File: src/rtl/xor_stream_parity.sv
// xor_stream_parity
//
// XOR-reduces a framed stream of WIDTH-bit words into one WIDTH-bit parity word per frame.
// A frame ends on a beat carrying in_last, or is force-closed when it reaches MAX_LEN beats.
// The result is presented on a valid/ready output together with the frame length and a flag
// telling whether the frame was force-closed. Input is stalled while a result is pending, so at
// most one frame is in flight and the block never accepts a beat in the handoff cycle.
//
// Parameters:
//   WIDTH    data and parity word width in bits (>= 1)
//   MAX_LEN  maximum beats per frame (>= 1)
//   LEN_W    width of out_len, derived from MAX_LEN
//
// Ports:
//   clk           in   rising-edge clock
//   rst_n         in   synchronous active-low reset
//   in_valid      in   input beat valid
//   in_ready      out  block can accept a beat (decoded from state only)
//   in_data       in   input word
//   in_last       in   beat is the last of its frame
//   out_valid     out  frame result valid
//   out_ready     in   downstream accepts the result
//   out_parity    out  XOR of all words in the frame
//   out_len       out  number of beats in the frame (1..MAX_LEN)
//   out_overflow  out  frame was force-closed at MAX_LEN without in_last

module xor_stream_parity #(
    parameter int unsigned WIDTH   = 8,
    parameter int unsigned MAX_LEN = 16,
    localparam int unsigned LEN_W  = $clog2(MAX_LEN + 1)
) (
    input  logic             clk,
    input  logic             rst_n,

    input  logic             in_valid,
    output logic             in_ready,
    input  logic [WIDTH-1:0] in_data,
    input  logic             in_last,

    output logic             out_valid,
    input  logic             out_ready,
    output logic [WIDTH-1:0] out_parity,
    output logic [LEN_W-1:0] out_len,
    output logic             out_overflow
);

    typedef enum logic [0:0] {
        StAccum,
        StHold
    } state_e;

    localparam logic [LEN_W-1:0] LastIdx = LEN_W'(MAX_LEN - 1);

    state_e           state_q, state_d;
    logic [WIDTH-1:0] acc_q, acc_d;
    logic [LEN_W-1:0] count_q, count_d;
    logic [WIDTH-1:0] parity_q, parity_d;
    logic [LEN_W-1:0] len_q, len_d;
    logic             overflow_q, overflow_d;
    logic             valid_q, valid_d;

    logic             accept;
    logic             at_limit;
    logic             closing;
    logic [WIDTH-1:0] acc_next;
    logic [LEN_W-1:0] count_next;

    // in_ready depends on state alone, so there is no path from out_ready to in_ready.
    assign in_ready   = (state_q == StAccum);
    assign accept     = in_valid && in_ready;

    // count_q holds beats already taken, so the beat arriving at LastIdx is beat MAX_LEN.
    assign at_limit   = (count_q == LastIdx);
    assign closing    = in_last || at_limit;
    assign acc_next   = acc_q ^ in_data;
    assign count_next = count_q + LEN_W'(1);

    always_comb begin
        state_d    = state_q;
        acc_d      = acc_q;
        count_d    = count_q;
        parity_d   = parity_q;
        len_d      = len_q;
        overflow_d = overflow_q;
        valid_d    = valid_q;

        case (state_q)
            StAccum: begin
                if (accept) begin
                    if (closing) begin
                        parity_d   = acc_next;
                        len_d      = count_next;
                        // A real in_last on beat MAX_LEN is a normal close, not an overflow.
                        overflow_d = at_limit && !in_last;
                        acc_d      = '0;
                        count_d    = '0;
                        valid_d    = 1'b1;
                        state_d    = StHold;
                    end else begin
                        acc_d   = acc_next;
                        count_d = count_next;
                    end
                end
            end
            StHold: begin
                // Result fields keep their values after handoff; only valid drops.
                if (out_ready) begin
                    valid_d = 1'b0;
                    state_d = StAccum;
                end
            end
            default: begin
                state_d = StAccum;
            end
        endcase
    end

    always_ff @(posedge clk) begin
        if (!rst_n) begin
            state_q    <= StAccum;
            acc_q      <= '0;
            count_q    <= '0;
            parity_q   <= '0;
            len_q      <= '0;
            overflow_q <= 1'b0;
            valid_q    <= 1'b0;
        end else begin
            state_q    <= state_d;
            acc_q      <= acc_d;
            count_q    <= count_d;
            parity_q   <= parity_d;
            len_q      <= len_d;
            overflow_q <= overflow_d;
            valid_q    <= valid_d;
        end
    end

    assign out_valid    = valid_q;
    assign out_parity   = parity_q;
    assign out_len      = len_q;
    assign out_overflow = overflow_q;

`ifndef SYNTHESIS
    // A stalled result must not change until it is taken.
    hold_stable_a : assert property (@(posedge clk) disable iff (!rst_n)
        (out_valid && !out_ready) |=>
            (out_valid && $stable(out_parity) && $stable(out_len) && $stable(out_overflow)));

    // Input is only open while no result is pending.
    ready_excl_a : assert property (@(posedge clk) disable iff (!rst_n)
        !(in_ready && out_valid));
`endif

endmodule

File: config.mk
export PLATFORM = sky130hd
export DESIGN_NAME = xor_stream_parity
export DESIGN_NICKNAME = d
export VERILOG_FILES = /design/src/rtl/xor_stream_parity.sv
export SDC_FILE = /design/constraint.sdc
export NUM_CORES = 1
export LEC_CHECK = 0
export CAP_MARGIN = 20
export CORE_ASPECT_RATIO = 1.4
export CORE_MARGIN = 4
export CORE_UTILIZATION = 35
export DETAILED_ROUTE_END_ITERATION = 10
export PLACE_DENSITY = 0.71
export REMOVE_ABC_BUFFERS = 1
export SLEW_MARGIN = 20
export SYNTH_ARGS = -nofsm -noshare
export SYNTH_HDL_FRONTEND = slang
export SYNTH_SLANG_ARGS = --single-unit
File: constraint.sdc
create_clock -name clk -period 2.5 [get_ports clk]
set_input_delay 0.25 -clock clk [delete_from_list [all_inputs] [get_ports clk]]
set_output_delay 0.25 -clock clk [all_outputs]
set_load 0.1 [all_outputs]
==> results of run 1 <==
-- kinds of logic after synthesis --
group / Yosys count / synth area share (%)
AO/OA/AOI/OAI: 52 / 27.2
XOR/XNOR: 10 / 6.76
adder cells (fa/ha/maj): 2 / 1.93
buffers and inverters: 13 / 4.73
flip-flops: 29 / 44.8
multiplexers: 1 / 0.773
AND/OR/NAND/NOR: 27 / 13.7
-- power groups by stage --
| stage | clock, mW | combinational, mW | sequential (mW) |
|---|---|---|---|
| 3_5_place_dp | 0 | 0.264 | 0.512 |
| 5_1_grt | 0.421 | 0.277 | 0.505 |
| 2_1_floorplan | 0 | 0.0792 | 0.618 |
| 3_3_place_gp | 0 | 0.259 | 0.511 |
| 4_1_cts | 0.396 | 0.264 | 0.503 |
| 6_report | 0.387 | 0.263 | 0.503 |
-- worst max-delay path: cells and delay by family (launching register included) --
kind / cells / cell delay, ns
AO/OA/AOI/OAI: 1 / 0.18
adder cells (fa/ha/maj): 2 / 0.47
flip-flops: 1 / 0.38
AND/OR/NAND/NOR: 3 / 0.97
-- sequential cells by signal, summed over array words and instances (netlist names) --
register,cells
out_valid,1
out_overflow,1
acc_q,8
count_q,5
out_len,5
state_q,1
out_parity,8
-- final cells by class --
type	count	share of cell area, %
multi-input cells	92	39.8
flip-flops and latches	29	35.0
repair buffers	32	16.3
clock buffers	7	5.21
well taps	40	3.02
inverters	3	0.679
-- layer usage --
metal | wire length, um | GRT usage [%]
met4 | 53 | 8.16
met3 | 176 | 4.21
met1 | 1240 | 15.9
met2 | 1540 | 21.8
met5 | 0 | 0
-- layout by cell type, fill, tap and decap left out, drive strengths merged, types with 2 or more instances in the layout --
cell type,instances
nand2,2
nor3b,9
o21a,2
ha,2
nand3,3
o21ai,11
buf,20
clkbuf,7
inv,2
xnor2,9
a211oi,12
dfxtp,29
nand2b,2
a32o,9
nor2,5
a21oi,15
clkdlybuf4s50,12
-- per-stage QoR --
step / total power [mW] / std cells / util [%] / area (um^2) / setup WS [ns]
detailed placement: 0.776 / 196 / 45.3 / 1570 / 0.351
global placement: 0.771 / 196 / 45.3 / 1570 / 0.453
finish: 1.15 / 203 / 47.7 / 1660 / 0.349
floorplan: 0.697 / 124 / - / 1240 / 0.158
global route: 1.20 / 203 / 47.7 / 1660 / 0.171
CTS: 1.16 / 203 / 47.7 / 1660 / 0.346
-- worst max-delay path by stage --
stage               startpoint             to  slack [ns]
floorplan           count_q[0]     count_q[4]        0.16
global route        count_q[0]  out_parity[7]        0.17
CTS                 count_q[0]     out_len[4]        0.35
finish              count_q[0]     out_len[4]        0.35
global placement    count_q[0]  out_parity[2]        0.45
detailed placement  count_q[0]     out_len[4]        0.35
==> impl_metrics.py, run 1 <==
metrics = {
    "power_and_ir_drop": {
        "irDropWorstVdd_v": 0.000515,
        "p_int_mw": 0.782,
        "netSwitchingPower_mw": 0.370,
        "power.density_nw_per_um2": 695,
        "pwr-share-clk_pct": 33.6,
        "pwr-share-comb_pct": 22.8,
        "p_leak_nw": 0.589,
        "p_sw_share_pct": 32.1,
        "seq_power_share_pct": 43.6,
    },
    "clocking": {
        "insertion_delay_ns": 0.28,
        "cts-root-buf": "clkbuf_8",
        "cts_resized": 0,
        "clk_path_buf_depth": 2,
        "cts_tree": "built",
        "cts.sinks": 29,
        "hold_buffers": 0,
        "cts_setup_buffers": 0,
        "htree_levels": 2,
        "cts_buffers": 5,
        "clk_pin_slew_ns": 0.06,
    },
    "synthesis": {
        "synth_common_cells": "29 x dfxtp_1, 15 x a21oi_1, 12 x a211oi_1",
        "synth-edff-count": 0,
        "synth.distinct_cells": 31,
        "synth_flop_cell": "dfxtp_1",
        "yosys_warnings": 0,
        "ys_ff_latch": 29,
        "avgSynthCellArea_um2": 9.66,
        "synth.most_common_cell": "dfxtp_1",
        "synth_area_um2": 1290,
        "yosysTopAreaCell": "dfxtp_1",
        "synth_top_area_share_pct": 44.8,
        "yosysSeqAreaShare_pct": 44.8,
        "async_flop_share_pct": 0,
        "syn-instance-count": 134,
        "synthTopCellsByArea": "dfxtp_1 45%, a32o_1 7.0%, a211oi_1 7.0%",
    },
    "worst_setup_path": {
        "slowest_stage": "nor2_1",
        "crit_path_end_kind": "register",
        "required_ns": 2.63,
        "path_cells": "ha_1 > and3_1 > ha_1 > nor2_1 > nor2_1 > a211oi_1",
        "worst_setup_path_start_kind": "register",
        "critPathKind": "register to register",
        "reg2reg_slack_ns": 0.35,
        "r2r_end": "out_len[4]",
        "crit_path_max_incr_delay_ns": 0.68,
        "r2r_start": "count_q[0]",
        "worst-path-max-fanout": 13,
        "r2r_cells": 6,
        "cp_data_arrival_time_ns": 2.28,
    },
    "status": {
        "outcome": "finished clean",
    },
    "cells_and_area": {
        "diodes": 0,
        "fillerInstances": 327,
        "syn_to_final_growth_pct": 28.0,
        "layout-drive-gt1-share_pct": 19.6,
        "multi_input_area_um2": 659,
        "fin_nets": 178,
        "regArea_um2": 581,
    },
    "global_route": {
        "grt_pass1_wl_um": 4950,
        "grt.total_usage_pct": 13.8,
        "grt_overflow": 0,
        "grt_max_degree": 24,
        "grt_pass1_vias": 1094,
        "antenna_found_initial": 0,
    },
    "run": {
        "cap_violations": 0,
    },
    "route": {
        "post-route-drc-count": 0,
        "first_iter_violations": 24,
        "firstDrtPassIters": 4,
        "route.detailed.wl_per_inst_um": 14.8,
        "vias": 1145,
        "vias_per_cell": 5.64,
        "ant_nets": 0,
        "routed_wl_um": 3010,
    },
    "worst_hold_path": {
        "hold_path.class": "register to register",
        "holdPathStages": 2,
        "whs_endpoint": "count_q[4]",
        "hp-start": "count_q[4]",
    },
    "sta": {
        "min_period_ns": 2.15,
        "holdWs_ns": 0.460,
        "relSlewSlack_pct": 41.2,
        "drv_slew": 0,
        "grt_setup_unrepaired": "false",
        "timing.final.crit_share_pct": 86.0,
        "setup_violations": 0,
        "setup_tns_ns": 0,
        "hold_viol": 0,
        "tightestPinTransition_ns": 0.878,
        "fmax_mhz": 465,
        "finalClockSkew_ns": 0.00708,
    },
    "die": {
        "io_pins": 29,
        "die_w_um": 59.4,
        "dieArea_um2": 4750,
        "initial_utilization_pct": 37.3,
        "die_h_um": 80.0,
        "core-area_um2": 3470,
        "rows": 25,
    },
    "placed_design": {
        "numPortBuffers": 28,
        "place_congestion": 0.792,
        "dpl.hpwl_um": 2060,
    },
}
No activity file was read; power rests on OpenSTA's default activity.
==> inputs of run 2 (changes only) <==
CORE_UTILIZATION = 32   (was 35)
PLACE_DENSITY = 0.67   (was 0.71)
==> run 2 against run 1 <==
Against the previous run:
- sequential share of layout area decreased by 0.39 points
- worst hold slack better by 0.0056 ns
- fmax is 0.17% higher
- total power is 3.3% higher
- clock skew decreased by 0.0010 ns
- via count grew 0.52%
- first-iteration DRC count shrank 42%
- setup slack improved by 0.0037 ns
- largest power group unchanged
==> impl_metrics.py, run 2 (same netlist as run 1, synthesis figures left out) <==
metrics = {
    "sta": {
        "grt_setup_unrepaired": "false",
        "min_period_ns": 2.15,
        "worst_slack_ns": 0.352,
        "tightestPinTransition_ns": 0.871,
        "setup_violations": 0,
        "drv_slew": 0,
        "timing.final.crit_share_pct": 85.9,
        "fmax_mhz": 466,
        "hold_viol": 0,
        "relSlewSlack_pct": 41.7,
        "setup_tns_ns": 0,
        "finalClockSkew_ns": 0.00607,
    },
    "global_route": {
        "grt_pass1_wl_um": 5190,
        "grt_max_degree": 24,
        "antenna_found_initial": 0,
        "grt_pass1_vias": 1196,
        "grt.total_usage_pct": 13.1,
        "grt_overflow": 0,
    },
    "clocking": {
        "insertion_delay_ns": 0.28,
        "clk_pin_slew_ns": 0.07,
        "cts_tree": "built",
        "cts-root-buf": "clkbuf_8",
        "cts_buffers": 5,
        "cts_resized": 0,
        "htree_levels": 2,
        "cts.sinks": 29,
        "clk_path_buf_depth": 2,
        "cts_setup_buffers": 0,
        "hold_buffers": 0,
    },
    "worst_hold_path": {
        "whs_endpoint": "count_q[4]",
        "hp-start": "count_q[4]",
        "holdPathStages": 2,
        "hold_path.class": "register to register",
    },
    "route": {
        "post-route-drc-count": 0,
        "ant_nets": 0,
        "firstDrtPassIters": 4,
        "routed_wl_um": 3010,
        "vias_per_cell": 5.56,
        "first_iter_violations": 14,
        "route.detailed.wl_per_inst_um": 14.5,
        "vias": 1151,
    },
    "power_and_ir_drop": {
        "p_leak_nw": 0.599,
        "power.density_nw_per_um2": 710,
        "irDropWorstVdd_v": 0.000523,
    },
    "die": {
        "io_pins": 29,
        "rows": 27,
        "core-area_um2": 3920,
        "dieArea_um2": 5140,
        "die_h_um": 83.3,
        "die_w_um": 61.8,
        "initial_utilization_pct": 33.0,
    },
    "worst_setup_path": {
        "r2r_cells": 6,
        "crit_path_end_kind": "register",
        "required_ns": 2.62,
        "reg2reg_slack_ns": 0.35,
        "r2r_start": "count_q[0]",
        "worst-path-max-fanout": 13,
        "cp_data_arrival_time_ns": 2.27,
        "critPathKind": "register to register",
        "worst_setup_path_start_kind": "register",
        "r2r_end": "out_parity[3]",
    },
    "placed_design": {
        "dpl.hpwl_um": 2080,
        "place_congestion": 0.816,
        "place_ws_ns": 0.346,
        "numPortBuffers": 28,
    },
    "cells_and_area": {
        "diodes": 0,
        "syn_to_final_growth_pct": 29.5,
        "final_common_cell": "dfxtp_1",
        "final_cell_mix": "29 x dfxtp_1, 20 x buf_4, 15 x a21oi_1",
        "fin_nets": 178,
        "layout-drive-gt1-share_pct": 20.7,
    },
    "status": {
        "outcome": "finished clean",
    },
    "run": {
        "cap_violations": 0,
    },
}
-- run 2: final cells by class --
type	count	area, um^2
fill	386	2240
clock inverter	1	5.00
sequential	29	581
inverter	3	11.3
timing repair buffer	32	270
clock buffer	7	96.3
multi-input combinational	92	659
tap	43	53.8
-- run 2: critical path: stages, from the launching register on --
cell	delay [ns]
dfxtp_1	0.39
ha_1	0.24
and3_1	0.19
ha_1	0.22
nor2_1	0.11
nor2_1	0.68
a211oi_1	0.16
-- run 2: worst max-delay path by stage --
stage | startpoint | slack [ns] | end
floorplan | count_q[0] | 0.16 | count_q[4]
global placement | count_q[0] | 0.46 | out_parity[6]
detailed placement | count_q[0] | 0.35 | out_parity[3]
CTS | count_q[0] | 0.33 | out_parity[3]
global route | count_q[0] | 0.18 | out_parity[6]
finish | count_q[0] | 0.35 | out_parity[3]
-- run 2: stage by stage --
| step | hold WS (ns) | instances | util [%] | total power, mW | cell area (um^2) |
|---|---|---|---|---|---|
| after floorplan | 0.347 | 124 | - | 0.697 | 1240 |
| after global placement | 0.445 | 199 | 40.2 | 0.771 | 1580 |
| after detailed placement | 0.456 | 199 | 40.2 | 0.776 | 1580 |
| after CTS | 0.467 | 207 | 42.8 | 1.20 | 1680 |
| after global routing | 0.515 | 207 | 42.8 | 1.24 | 1680 |
| final | 0.465 | 207 | 42.8 | 1.19 | 1680 |
-- run 2: metal layers --
metal	wire, um	track usage (%)
met4	59	5.60
met3	151	4.20
met1	1270	13.9
met2	1530	22.4
met5	0	0
-- run 2: report_power, final --
group,switching (mW),leakage [nW],internal (mW)
clock network,0.177,0.0542,0.248
registers,0.0167,0.237,0.486
logic,0.184,0.307,0.0785
==> inputs of run 3 (changes only) <==
HOLD_SLACK_MARGIN = 0.15   (was not set)
==> results of run 3 <==
Final layout, timing and power as in run 2 (identical DEF).
